## config.mk

```make
export PLATFORM = sky130hd
export DESIGN_NAME = display_scan_driver
export DESIGN_NICKNAME = d
export VERILOG_FILES = /design/src/rtl/disp_pkg.sv /design/src/rtl/hex7seg_dec.sv /design/src/rtl/display_scan_driver.sv
export SDC_FILE = /design/constraint.sdc
export NUM_CORES = 1
export LEC_CHECK = 0
export ABC_CLOCK_PERIOD_IN_PS = 2650
export BUFFER_PORTS_ARGS = -buffer_cell sky130_fd_sc_hd__buf_2
export CAP_MARGIN = 20
export CORE_UTILIZATION = 56
export CTS_CLUSTER_SIZE = 12
export DETAILED_ROUTE_END_ITERATION = 8
export GPL_ROUTABILITY_DRIVEN = 0
export GPL_TIMING_DRIVEN = 0
export MAX_ROUTING_LAYER = met4
export PLACE_DENSITY = 0.79
export SYNTH_ARGS = -nofsm -noshare
export SYNTH_HDL_FRONTEND = slang
export SYNTH_SLANG_ARGS = --single-unit
```

## constraint.sdc

```tcl
create_clock -name clock -period 2.65 [get_ports clock]
set_input_delay 0.795 -clock clock [delete_from_list [all_inputs] [get_ports clock]]
set_output_delay 0.795 -clock clock [all_outputs]
set_load 0.005 [all_outputs]
```

## src/rtl/disp_pkg.sv

```systemverilog
// disp_pkg: shared constants for the 7-segment scan driver.
//   DIG_W / *_BIT   : layout of one 6-bit digit descriptor {en, hex[3:0], dp}
//   SEG7            : hex -> active-high abcdefg segment table
//   BLANK           : all-off value for active-low an / dec_cat
package disp_pkg;

  localparam int DIG_W   = 6;
  localparam int EN_BIT  = 5;
  localparam int HEX_MSB = 4;
  localparam int HEX_LSB = 1;
  localparam int DP_BIT  = 0;

  localparam logic [7:0] BLANK = 8'hFF;

  typedef struct packed {
    logic       en;
    logic [3:0] hex;
    logic       dp;
  } dig_t;

  // Segment order is {a,b,c,d,e,f,g}, active-high.
  localparam logic [6:0] SEG7 [16] = '{
    7'b1111110, 7'b0110000, 7'b1101101, 7'b1111001,
    7'b0110011, 7'b1011011, 7'b1011111, 7'b1110000,
    7'b1111111, 7'b1111011, 7'b1110111, 7'b0011111,
    7'b1001110, 7'b0111101, 7'b1001111, 7'b1000111
  };

endpackage

```

## src/rtl/hex7seg_dec.sv

```systemverilog
// hex7seg_dec: combinational hex digit to 7-segment decoder.
//   hex_i : 4-bit value 0..F
//   seg_o : active-high segments {a,b,c,d,e,f,g}
module hex7seg_dec
  import disp_pkg::*;
(
  input  logic [3:0] hex_i,
  output logic [6:0] seg_o
);

  assign seg_o = SEG7[hex_i];

endmodule

```

## src/rtl/display_scan_driver.sv

```systemverilog
// display_scan_driver: time-multiplexes NDIG digit descriptors onto a
// common-anode 8-digit 7-segment display.
//   clock      : system clock
//   reset      : asynchronous active-low reset
//   digits     : eight 6-bit {en, hex, dp} fields, field 0 = rightmost
//   an         : active-low anode enables, an[k] selects digit k
//   dec_cat    : active-low cathodes, [7:1] = a..g, [0] = dp
//   frame_tick : one-cycle pulse after each shadow capture
module display_scan_driver
  import disp_pkg::*;
#(
  parameter int NDIG      = 8,
  parameter int SCAN_DIV  = 100000,
  parameter int BLANK_CYC = 16
) (
  input  logic        clock,
  input  logic        reset,
  input  logic [47:0] digits,
  output logic [7:0]  an,
  output logic [7:0]  dec_cat,
  output logic        frame_tick
);

  localparam int CNT_W = $clog2(SCAN_DIV);
  localparam int IDX_W = (NDIG > 1) ? $clog2(NDIG) : 1;

  logic [CNT_W-1:0] cnt_q, cnt_d;
  logic [IDX_W-1:0] idx_q, idx_d;
  logic [47:0]      shadow_q;
  logic             load_pend_q;
  logic [7:0]       an_q, an_d;
  logic [7:0]       cat_q, cat_d;
  logic             tick_q;

  logic       slot_end, capture, blank;
  dig_t       fld;
  logic [6:0] seg;

  hex7seg_dec u_dec (
    .hex_i (fld.hex),
    .seg_o (seg)
  );

  always_comb begin
    slot_end = (cnt_q == CNT_W'(SCAN_DIV - 1));
    // Capture once right after reset, then only on the last cycle of the
    // last slot so a whole frame is always drawn from one snapshot.
    capture  = load_pend_q | (slot_end & (idx_q == IDX_W'(NDIG - 1)));
    blank    = (cnt_q < CNT_W'(BLANK_CYC));
    fld      = dig_t'(shadow_q[idx_q*DIG_W +: DIG_W]);

    cnt_d = slot_end ? '0 : cnt_q + 1'b1;
    idx_d = idx_q;
    if (slot_end) idx_d = (idx_q == IDX_W'(NDIG - 1)) ? '0 : idx_q + 1'b1;

    // Disabled digits still consume their slot; only the anode stays off.
    an_d  = BLANK;
    cat_d = BLANK;
    if (!blank && fld.en) begin
      an_d  = ~(8'h01 << idx_q);
      cat_d = {~seg, ~fld.dp};
    end
  end

  always_ff @(posedge clock or negedge reset) begin
    if (!reset) begin
      cnt_q       <= '0;
      idx_q       <= '0;
      shadow_q    <= '0;
      load_pend_q <= 1'b1;
      an_q        <= BLANK;
      cat_q       <= BLANK;
      tick_q      <= 1'b0;
    end else begin
      cnt_q       <= cnt_d;
      idx_q       <= idx_d;
      if (capture) shadow_q <= digits;
      load_pend_q <= 1'b0;
      an_q        <= an_d;
      cat_q       <= cat_d;
      tick_q      <= capture;
    end
  end

  assign an         = an_q;
  assign dec_cat    = cat_q;
  assign frame_tick = tick_q;

endmodule

```

# --- Word level (Yosys, flattened, before mapping) ---
# Memories as Yosys holds them, arrays and structs flattened.
# Index checks and enable logic that the tools add are counted.
op_classes:
  add_sub_neg: 2
  n_mul: 1
  magnitude_cmp: 2
  eq_ne: 2
  n_shift: 2
  n_mux: 6
  bitwise_logic: 6
  n_reduce_logical: 2
ops:
  columns: ["op", "n"]
  rows:
  - ["$shiftx A48 B7 Y6", 1]
  - ["$add A17 B1 Y17 const B", 1]
  - ["$eq A17 B17 Y1 const B", 1]
  - ["$lt A17 B5 Y1 const B", 1]
  - ["$mux W17", 1]
  - ["$mux W8", 2]
  - ["$mux W7", 2]
  - ["$not A8 Y8", 1]
  - ["$shl A1 B3 Y8 const A", 1]
  - ["$not A7 Y7", 1]
  - ["$ge A5 B5 Y1 const B", 1]
  - ["$mul A3 B2 Y5 const B", 1]
  - ["$not A4 Y5", 1]
  - ["$add A3 B1 Y3 const B", 1]
  - ["$eq A3 B3 Y1 const B", 1]
  - ["$mux W3", 1]
  - ["$and A1 B1 Y1", 1]
  - ["$logic_and A1 B1 Y1", 1]
  - ["$logic_not A1 Y1", 1]
  - ["$not A1 Y1", 1]
  - ["$or A1 B1 Y1", 1]
totals:
  regBits: 86
  romBits: 112
  inputBits: 50
  out_inout_bits: 17
  elab_cells: 31
  memories: 1
memory_table:
  columns: ["name", "depth", "width", "read_ports", "rd_ports_with_merged_regs", "write_ports", "line_no", "text"]
  rows:
  - ["(no name shown)", 16, 7, 1, 0, 0, "hex7seg_dec.sv:11", "assign seg_o = SEG7[hex_i];"]

# --- Longest topological paths before layout ---
# Gate-level depths: netlist of run 1.
depth:
  depth_word: 8
  ltp_mapped: 10
  depth_no_buf: 8

# --- By module ---
# A second synthesis of run 1 with hierarchy kept.
hier_totals:
  cells_unflattened: 309
  area_unflattened_um2: 4101.4
by_module_without_submodules:
  columns: ["module", "n_inst", "cells_each", "area_per_inst_um2", "seq_area_each_um2"]
  rows:
  - ["display_scan_driver", 1, 276, 3813.7, 2173.3]
  - ["hex7seg_dec", 1, 33, 287.8, 0.0]

# --- Worst setup path after synthesis of run 1 ---
# OpenSTA, ideal clock, no wires.
synth_timing:
  path_type: "reg2reg"
  start: "register idx_q[0]"
  end: "register cat_q[4] (netlist: dec_cat[4])"
  setup_time_ps: 84
  arrival_time_ps: 2217
  t_required_ps: 2566
  slack_ps: 349
  stages_incl_launch_ff: 11
  n_path_buf: 2
  period_less_slack_ps: 2301
  cell_sequence: "dfrtp_1 > buf_6 > buf_8 > mux4_2 > mux2i_1 > inv_2 > ha_1 > inv_1 > nor3_1 > a211oi_1 > o21ai_1"
synth_between:
  elab_chain_len: 8
  elab_cells_between_ends: 9
  classes_between: "mul: 1; shift: 1; mux: 3; bitwise: 2; reduce/logical: 1; memory: 1"
synth_lines:
  columns: ["item", "line_no", "text"]
  rows:
  - ["start: declaration", "display_scan_driver.sv:28", "logic [IDX_W-1:0] idx_q, idx_d;"]
  - ["start signal: assignment", "display_scan_driver.sv:76", "idx_q <= idx_d;"]
  - ["$mul A3 B2 Y5 *", "display_scan_driver.sv:50", "fld = dig_t'(shadow_q[idx_q*DIG_W +: DIG_W]);"]
  - ["$shiftx A48 B7 Y6 *", "display_scan_driver.sv:50", null]
  - ["$not A4 Y5 (not written as such)", "hex7seg_dec.sv:11", null]
  - ["$mem_v2 Z16 W7", null, null]
  - ["$mux W7 (not written as such) (2 in a row)", "hex7seg_dec.sv:11", null]
  - ["$not A7 Y7", "display_scan_driver.sv:61", "cat_d = {~seg, ~fld.dp};"]
  - ["$mux W8 *", "display_scan_driver.sv:59", "if (!blank && fld.en) begin"]
  - ["named net cat_d[4]", "display_scan_driver.sv:32", "logic [7:0] cat_q, cat_d;"]
  - ["end signal: assignment", "display_scan_driver.sv:80", "cat_q <= cat_d;"]
  - ["end: declaration", "display_scan_driver.sv:32", null]
# The timed path passes the listed nets; every way through them passes the cells marked *. The select of a mux whose other input is x is not followed.
# A chain may end at the register's enable or synchronous reset.

# --- Worst setup path in the final report of run 1 ---
# Same ends and word-level chain as after synthesis.

==> summary.md, run 1 <==
| Metric | Value |
|---|---|
| Max Freq | 407 MHz |
| Period utilization | 0.928 |
| Worst R2R Path Depth | 9 |
| Layout fillers | 491 |
| Syn-to-layout area delta | 18.9% |
| Die Wd | 86.6 µm |
| Peak VDD IR | 0.000369 V |
| Hold Violations, Final | 0 |
| Netlist cell types | 48 |
| Buf/Inv on CP | 3 |
| Post-DP HPWL | 5.47 mm |
| Met1 Routed Length | 3.51 mm |
| Layout cells sized above 1 | 0.489 |
| CP Launch Type | register |
| Largest net degree at the start of global routing | 55 |
| Core area | 0.00687 mm² |
| Largest area contributor in the netlist | dfrtp_1 |
| Critical-path top delay cell | mux4_2 |
| Reg2reg end | dec_cat[4] |
| Post-synth top area share | 0.431 |
| Initial core utilization | 0.584 |
| Dpl cells | 454 |
| Post-synth ARST share | 1.00 |
| DRT iter0 DRCs | 109 |
| Register area share after synthesis | 0.542 |
| Final Util | 0.694 |
| Worst Setup End Kind | register |
| # setup viols final | 0 |
| Core Rows | 30 |
| Worst min path class | input port to async pin |
| Leakage Power | 2.08 nW |
| Slew Viols, Final | 0 |
| First-pass GRT wire length | 12.6 mm |
| Power density cells | 593 mW/mm² |
| Uppermost layer routed | met4 |
| Syn Std Cell Area | 0.00401 mm² |
| Vias | 2581 |
| Worst skew pair latency | 0.35 ns |
| Vias per cell | 5.45 |
| CP max FO | 10 |
| Detail Route Antenna Nets | 0 |
| # IOs | 67 |
| CTS tree | yes |
| WHS | 0.373 ns |
| Outcome | completed |
| Synth area leaders | dfrtp_1 43%, mux2_2 12%, dfstp_2 11% |
| Nets | 436 |
| Port Buffers | 66 |
| Final antenna diode count | 0 |
| Clock skew | 0.00671 ns |
| CTS Buf Count | 9 |
| Crit path time final | 2.46 ns |
| Worst Path Required | 2.94 ns |
| CP delay by family, top | multiplexers |
| Most used DFF post-synth | dfrtp_1 |
| Max-Cap Viols | 0 |
| Initial antenna violation count | 0 |
| Clk root buf | clkbuf_8 |
| Crit path DAT | 2.75 ns |
| Vias in the first global route | 2593 |
| 1st-pass router iterations | 4 |
| Max clock buf depth | 2 |
| Post-route DRC violation count | 0 |
| Routed met3 length | 336 µm |
| Count of state elements after synthesis | 86 |
| CP cell instances | buf_6 -> buf_8 -> mux4_2 -> mux2i_4 -> buf_4 -> ha_1 -> nor3_1 -> a211oi_1 -> o21ai_1 |
| Total gr overflow | 0 |
| RR Startpoint | idx_q[0] |
| Mapped Nets | 354 |
| Post-synth EDFFs | 0 |
| Synthesized area per cell | 13.8 µm² |
| Crit path depth | 9 |
| GRT Overall Usage | 0.236 |
| Htree depth | 3 |
| Post-Syn Instances | 291 |
| Die Footprint | 0.00750 mm² |
| Max incr delay on CP | 0.56 ns |
| Setup tns final | 0 ns |
| Reg2reg setup slack | 0.19 ns |
| Crit path kind | register to register |
| Final WL | 7.68 mm |
| WL/cell | 16.2 µm |
| Cell Count, Final, Fillers Out | 474 |
| Clock slew at reported path FFs | 0.08 ns |
| Met2 WL | 3.71 mm |
| Die height | 86.6 µm |
| Worst-margin pin slew | 0.573 ns |
| Power Total | 2.83 mW |
| Sink Count | 86 |
| Warnings, synthesis | 0 |
| Slew HR | 0.614 |
| RSZ-0062 raised after global routing | false |
layout make-up:
cell class | count | area [µm²] | share of cell area
sequential | 86 | 2170 | 0.456
multi-input combinational | 183 | 1740 | 0.365
timing repair buffer | 71 | 390 | 0.0819
clock buffer | 10 | 138 | 0.0289
tap | 96 | 120 | 0.0252
clock inverter | 6 | 85.1 | 0.0178
buffer | 11 | 81.3 | 0.0171
inverter | 11 | 41.3 | 0.00866
routing by layer:
layer  vias up  track usage
li1       1202            -
met1      1287        0.310
met2        81        0.361
met3        11       0.0390
met4         0        0.111
met5         -            -
placed cells by master, fill, tap and decap left out, drive strengths merged, types with 10 or more instances in the layout:
| cell | instances |
|---|---|
| xnor2 | 10 |
| ha | 13 |
| mux4 | 10 |
| clkbuf | 11 |
| inv | 11 |
| nor2 | 15 |
| mux2 | 50 |
| nand2 | 16 |
| buf | 81 |
| dfrtp | 69 |
| dfstp | 17 |
where the power goes:
| part | internal [mW] | leakage, nW | switching (mW) |
|---|---|---|---|
| clock network | 0.553 | 0.108 | 0.464 |
| registers | 1.42 | 1.02 | 0.0416 |
| logic | 0.190 | 0.957 | 0.157 |
| total | 2.16 | 2.08 | 0.663 |
synthesized netlist by cell type, types with 4 or more instances:
cell      instances
buf_2             5
nor2_1           14
xnor2_1          10
nor3_1            5
mux2_2           41
inv_1             9
nand3_1           9
nand2_1          16
dfstp_2          17
mux2_4            9
ha_1             13
mux2i_1           7
xor2_1            5
nand4_1           4
dfrtp_1          69
o221ai_1          4
mux4_2           10
repair_timing:
action,4_1_cts,5_1_grt
setup buffers,0,4
endpoints found under the setup margin,1,2
hold buffers,0,0
gates resized for setup,2,2
through the flow:
| stage | setup slack [ns] | instance area [µm²] |
|---|---|---|
| after floorplan | 0.349 | 4010 |
| after global placement | 0.0158 | 4460 |
| after detailed placement | -0.0457 | 4490 |
| after CTS | 0.0586 | 4720 |
| after global routing | 0.0179 | 4770 |
| final | 0.191 | 4770 |
kinds of logic after synthesis:
family / after synthesis / share of synthesized area
adders and majority gates: 13 / 0.0406
DFF: 86 / 0.542
other: 1 / 0.000935
AOI/OAI and AO/OA: 20 / 0.0368
muxes: 68 / 0.228
and+or+nand+nor: 66 / 0.0880
buffers and inverters: 22 / 0.0306
xor gates and xnor gates: 15 / 0.0328
worst max-delay path by stage:
stage | startpoint | end
floorplan | idx_q[0] | dec_cat[4]
global placement | idx_q[0] | dec_cat[4]
detailed placement | idx_q[0] | dec_cat[4]
CTS | idx_q[0] | dec_cat[4]
global route | idx_q[0] | dec_cat[4]
finish | idx_q[0] | dec_cat[4]
flip-flops by register name, indices dropped and copies added (netlist names):
register     flops
shadow_q        48
cnt_q           17
an               8
dec_cat          8
idx_q            3
frame_tick       1
load_pend_q      1
(Power assumes the default switching activity.)
==> run 2: changes to the inputs <==
--- a/config.mk
+++ b/config.mk
@@ -8,13 +8,12 @@
 export ABC_CLOCK_PERIOD_IN_PS = 2650
 export BUFFER_PORTS_ARGS = -buffer_cell sky130_fd_sc_hd__buf_2
 export CAP_MARGIN = 20
-export CORE_UTILIZATION = 56
+export CORE_UTILIZATION = 29
 export CTS_CLUSTER_SIZE = 12
 export DETAILED_ROUTE_END_ITERATION = 8
 export GPL_ROUTABILITY_DRIVEN = 0
 export GPL_TIMING_DRIVEN = 0
 export MAX_ROUTING_LAYER = met4
-export PLACE_DENSITY = 0.79
 export SYNTH_ARGS = -nofsm -noshare
 export SYNTH_HDL_FRONTEND = slang
 export SYNTH_SLANG_ARGS = --single-unit
==> run 2 against run 1 <==
  * Sequential cell count unchanged
  * Wire length up 8.6%
  * Fmax down 1.5%
  * Combinational power about the same
  * Count of clock-buffer cells in the layout down 1
  * Highest routed layer unchanged
  * Clock skew up 0.0035 ns
==> summary.md, run 2 (same netlist as run 1, synthesis figures left out) <==
| Metric | Value |
|---|---|
| Leakage Power | 2.11 nW |
| Peak VDD IR | 0.000416 V |
| Initial antenna violation count | 0 |
| Vias | 2519 |
| Biggest regs | shadow_q (48), cnt_q (17) |
| Largest net degree at the start of global routing | 57 |
| Hold Violations, Final | 0 |
| Die height | 120 µm |
| Final antenna diode count | 0 |
| RR Startpoint | idx_q[0] |
| CP Launch Type | register |
| Logic gate share of total power | 0.110 |
| First-pass GRT wire length | 14.0 mm |
| Period utilization | 0.942 |
| Worst min path class | input port to async pin |
| Multi-input gate area | 0.00174 mm² |
| Core area | 0.0133 mm² |
| Htree depth | 3 |
| Max Freq | 401 MHz |
| Max incr delay on CP | 0.56 ns |
| Post-route DRC violation count | 0 |
| DP Area | 0.00459 mm² |
| Largest reg by FF count | shadow_q |
| Vias per cell | 4.56 |
| Crit path kind | register to register |
| Clk root buf | clkbuf_16 |
| Setup ws final | 0.154 ns |
| Initial core utilization | 0.300 |
| Dpl cells | 534 |
| Worst R2R Path Depth | 10 |
| Pint | 2.43 mW |
| Reg2reg setup slack | 0.15 ns |
| Flop pwr share | 0.462 |
| CP most frequent cell | inv_1 |
| Die Footprint | 0.0143 mm² |
| 1st-pass router iterations | 4 |
| Slew HR | 0.634 |
| Cell Count, Final, Fillers Out | 552 |
| Vias in the first global route | 2679 |
| CP cell instances | buf_6 -> buf_8 -> mux4_2 -> mux2i_4 -> inv_1 -> ha_1 -> inv_1 -> nor3_1 -> a211oi_1 -> o21ai_1 |
| WHS | 0.380 ns |
| Net Sw Frac | 0.230 |
| # IOs | 67 |
| Setup tns final | 0 ns |
| Fin area | 0.00495 mm² |
| Clock skew | 0.0102 ns |
| Max-Cap Viols | 0 |
| Worst Path Required | 2.91 ns |
| Buf/Inv on CP | 4 |
| Critical-path top delay cell | mux4_2 |
| Nets | 434 |
| GRT Overall Usage | 0.134 |
| Cts hold-fix bufs | 0 |
| CP max FO | 10 |
| Commonest non-fill, non-tap cells in the layout | 70 x buf_2, 69 x dfrtp_1, 41 x mux2_2 |
| Reg2reg end | dec_cat[4] |
| Clock power share | 0.428 |
| Max FFs per register | 48 |
| Post-DP HPWL | 6.24 mm |
| Slew Viols, Final | 0 |
| CTS Buf Count | 9 |
| Clock slew at reported path FFs | 0.07 ns |
| Power density cells | 638 mW/mm² |
| Final Util | 0.371 |
| WL/cell | 15.1 µm |
| Layout cells sized above 1 | 0.487 |
| DRT iter0 DRCs | 79 |
| Register area | 0.00217 mm² |
| Worst Setup End Kind | register |
| Max clock buf depth | 2 |
| CTS tree | yes |
| Power Total | 3.16 mW |
| Crit path time final | 2.50 ns |
| Worst-margin pin slew | 0.547 ns |
| RSZ-0062 raised after global routing | false |
| Detail Route Antenna Nets | 0 |
| # setup viols final | 0 |
| Most common cell after layout, fill and taps aside | buf_2 |
| Port Buffers | 66 |
| Crit path DAT | 2.75 ns |
| Layout fillers | 1330 |
| CP delay by family, top | multiplexers |
| Net Switching | 0.728 mW |
| Sink Count | 86 |
| Syn-to-layout area delta | 23.6% |
| Outcome | completed |
| Die Wd | 120 µm |
| Worst skew pair latency | 0.35 ns |
| Core Rows | 42 |
| Total gr overflow | 0 |
| Place WS | -0.0125 ns |
| Final WL | 8.34 mm |
run 2: cell count changes in the layout (fill, tap and decap cells not counted), sizes merged:
cell	change
clkinvlp	+2
clkbuf	-1
buf	-2
clkinv	-1
run 2: per-layer routing:
layer  share of wire  global-route usage
met5               0                   -
met4           0.013              0.0398
met3           0.059              0.0433
met2            0.47               0.201
met1            0.46               0.172
run 2: layout make-up:
type                       count  share of cell area
sequential                    86               0.439
multi-input combinational    183               0.351
timing repair buffer          69              0.0758
clock buffer                   9              0.0455
tap                          176              0.0445
clock inverter                 7              0.0200
buffer                        11              0.0164
inverter                      11             0.00834
run 2: worst max path at each step:
stage                      end  depth (start not counted)     start  slack [ns]
floorplan           dec_cat[4]                         10  idx_q[0]        0.35
global placement    dec_cat[4]                         10  idx_q[0]        0.04
detailed placement  dec_cat[4]                         10  idx_q[0]       -0.01
CTS                 dec_cat[4]                         10  idx_q[0]        0.07
global route        dec_cat[4]                         10  idx_q[0]       0.004
finish              dec_cat[4]                         10  idx_q[0]        0.15
run 2: what timing repair did:
| item | 4_1_cts | 5_1_grt |
|---|---|---|
| gates resized for setup | 2 | 2 |
| setup endpoints to repair | 1 | 2 |
| pin swaps | 0 | 0 |
| setup buffers | 0 | 2 |
run 2: power by group through the flow:
| stage | Clock [mW] | Sequential [mW] | Combinational [mW] |
|---|---|---|---|
| after floorplan | 0 | 1.48 | 0.204 |
| after global placement | 0 | 1.48 | 0.327 |
| after detailed placement | 0 | 1.49 | 0.340 |
| after CTS | 1.39 | 1.46 | 0.343 |
| after global routing | 1.43 | 1.47 | 0.385 |
| final | 1.35 | 1.46 | 0.347 |
==> run 3: changes to the inputs <==
--- a/config.mk
+++ b/config.mk
@@ -7,13 +7,14 @@
 export LEC_CHECK = 0
 export ABC_CLOCK_PERIOD_IN_PS = 2650
 export BUFFER_PORTS_ARGS = -buffer_cell sky130_fd_sc_hd__buf_2
-export CAP_MARGIN = 20
-export CORE_UTILIZATION = 29
+export CORE_UTILIZATION = 45
 export CTS_CLUSTER_SIZE = 12
 export DETAILED_ROUTE_END_ITERATION = 8
 export GPL_ROUTABILITY_DRIVEN = 0
 export GPL_TIMING_DRIVEN = 0
 export MAX_ROUTING_LAYER = met4
+export PLACE_DENSITY = 0.66
 export SYNTH_ARGS = -nofsm -noshare
 export SYNTH_HDL_FRONTEND = slang
+export SYNTH_HIERARCHICAL = 1
 export SYNTH_SLANG_ARGS = --single-unit
==> run 3 against run 2 <==
  * Sequential share of layout area rose by 1.6 points
  * Critical endpoint unchanged
  * Non-clock buffer count rose by 2
  * Wire length fell by 6.2%
  * Synthesized cell count rose by 6.2%
  * Clock skew rose by 0.0021 ns
  * Register-to-register slack barely moved
==> summary.md, run 3 <==
| Metric | Value |
|---|---|
| Outcome | completed |
| Post-synth EDFFs | 0 |
| Crit path DAT | 2.79 ns |
| Worst-margin pin slew | 0.614 ns |
| Worst Setup End Kind | register |
| CP most frequent cell | nand2_1 |
| Vias | 2613 |
| Max Freq | 401 MHz |
| Core Rows | 34 |
| Post-synth top area share | 0.421 |
| Clk root buf | clkbuf_8 |
| Critical-path top delay cell | mux4_2 |
| # setup viols final | 0 |
| Max FFs per register | 48 |
| Layout fillers | 769 |
| WL/cell | 15.7 µm |
| CP delay by family, top | multiplexers |
| Period utilization | 0.941 |
| Synth area leaders | dfrtp_1 42%, mux2_2 12%, dfstp_2 11% |
| Final antenna diode count | 0 |
| 1st-pass router iterations | 4 |
| Die height | 97.5 µm |
| Mapped Nets | 373 |
| Die Wd | 97.5 µm |
| CP Launch Type | register |
| Detail Route Antenna Nets | 0 |
| Synthesized area per cell | 13.3 µm² |
| Commonest non-fill, non-tap cells in the layout | 72 x buf_2, 69 x dfrtp_1, 43 x mux2_2 |
| First-pass GRT wire length | 13.6 mm |
| Largest area contributor in the netlist | dfrtp_1 |
| Worst skew pair latency | 0.35 ns |
| CTS Buf Count | 9 |
| Worst R2R Path Depth | 10 |
| Final Util | 0.545 |
| # IOs | 67 |
| Multi-input gate area | 0.00181 mm² |
| Total gr overflow | 0 |
| Setup tns final | 0 ns |
| Largest net degree at the start of global routing | 45 |
| Port Buffers | 66 |
| Most used DFF post-synth | dfrtp_1 |
| CP cell instances | buf_6 -> buf_8 -> mux4_2 -> nand2_1 -> nand2_2 -> inv_2 -> ha_2 -> inv_1 -> mux4_1 -> nand2_1 |
| Htree depth | 3 |
| Most common cell after layout, fill and taps aside | buf_2 |
| RSZ-0062 raised after global routing | false |
| Most frequent cell after synthesis | dfrtp_1 |
| Initial core utilization | 0.468 |
| Post-synth ARST share | 1.00 |
| Netlist cell types | 42 |
| Vias per cell | 5.23 |
| Slew Viols, Final | 0 |
| Post-Syn Instances | 309 |
| Nets | 451 |
| Hold Violations, Final | 0 |
| Post-DP HPWL | 5.82 mm |
| Power density cells | 543 mW/mm² |
| Count of state elements after synthesis | 86 |
| Slew HR | 0.590 |
| Clock skew | 0.0124 ns |
| Core area | 0.00876 mm² |
| Worst min path class | input port to async pin |
| Sink Count | 86 |
| Register area | 0.00217 mm² |
| Layout cells sized above 1 | 0.467 |
| Crit path time final | 2.49 ns |
| Warnings, synthesis | 6 |
| Worst Path Required | 2.94 ns |
| Syn Std Cell Area | 0.00410 mm² |
| Biggest regs | shadow_q (48), cnt_q (17) |
| Initial antenna violation count | 0 |
| Post-route DRC violation count | 0 |
| Final WL | 7.83 mm |
| CTS tree | yes |
| Buf/Inv on CP | 4 |
| Most frequent cells after synthesis | 69 x dfrtp_1, 43 x mux2_2, 36 x nand2_1 |
| Crit path depth | 10 |
| Max-Cap Viols | 0 |
| DRT iter0 DRCs | 115 |
| Die Footprint | 0.00950 mm² |
| GRT Overall Usage | 0.189 |
| Largest reg by FF count | shadow_q |
| Syn-to-layout area delta | 16.5% |
| Max clock buf depth | 2 |
| Vias in the first global route | 2796 |
| Crit path kind | register to register |
| Leakage Power | 2.11 nW |
| Clock slew at reported path FFs | 0.09 ns |
| Cts hold-fix bufs | 0 |
| Register area share after synthesis | 0.530 |
| Power Total | 2.60 mW |
| Max incr delay on CP | 0.55 ns |
| CP max FO | 10 |
| Peak VDD IR | 0.000289 V |
run 3: cell count changes after synthesis, sizes merged, moves of 3 or more:
cell	change
o221ai	-4
mux4	+4
xnor2	-3
nand2	+20
mux2i	-5
and4	+3
run 3: where the power goes:
group	total, mW	internal (mW)	switching, mW
combinational	0.336	0.192	0.145
clock	0.799	0.345	0.454
sequential	1.46	1.42	0.0416
run 3: kinds of logic after synthesis:
kind of cell	share of synthesized area
adders and majority gates	0.0427
AOI/OAI and AO/OA	0.0244
buffers and inverters	0.0308
other	0.000914
xor gates and xnor gates	0.0278
and+or+nand+nor	0.107
DFF	0.530
muxes	0.236
run 3: layout make-up:
cell class,instances,share of cell area
buffer,15,0.0223
timing repair buffer,67,0.0738
tap,108,0.0283
clock inverter,3,0.00471
inverter,10,0.00864
multi-input combinational,198,0.379
sequential,86,0.455
clock buffer,13,0.0291
run 3: path summary, 6_finish.rpt:
| kind | start | end | slack (ns) |
|---|---|---|---|
| worst min register to register | cnt_q[0] | cnt_q[0] | 0.49 |
| worst min-delay path | reset | shadow_q[16] | 0.43 |
| worst max-delay path | idx_q[0] | dec_cat[4] | 0.16 |
| min in group clock | cnt_q[0] | cnt_q[0] | 0.49 |
| max in group asynchronous | reset | dec_cat[1] | 1.53 |
| worst max register to register | idx_q[0] | dec_cat[4] | 0.16 |
run 3: what timing repair did:
item / in CTS / in global routing
setup buffers: 0 / 0
endpoints found under the setup margin: 5 / 1
gates resized for setup: 5 / 7
run 3: worst reg2reg max path: cells and delay by family (launching register included):
family	cells	cell delay (ns)
AND/OR/NAND/NOR	3	0.29
flip-flops	1	0.42
buffers and inverters	4	0.48
multiplexers	2	1.03
adder cells (fa/ha/maj)	1	0.22
run 3: per-layer routing:
metal | GRT usage | vias to the layer above | share of wire
met3 | 0.0403 | 8 | 0.040
met2 | 0.292 | 53 | 0.48
met5 | - | - | 0
met1 | 0.247 | 1302 | 0.47
li1 | - | 1250 | -
met4 | 0.0713 | 0 | 0.014
run 3: per-stage QoR:
step	std cells	instance area [µm²]	hold slack [ns]	worst slack, ns
floorplan	309	4100	0.455	0.155
global placement	483	4570	0.473	-0.217
finish	500	4780	0.426	0.155
detailed placement	484	4590	0.483	-0.266
CTS	500	4760	0.433	0.00464
global route	500	4780	0.457	0.0203
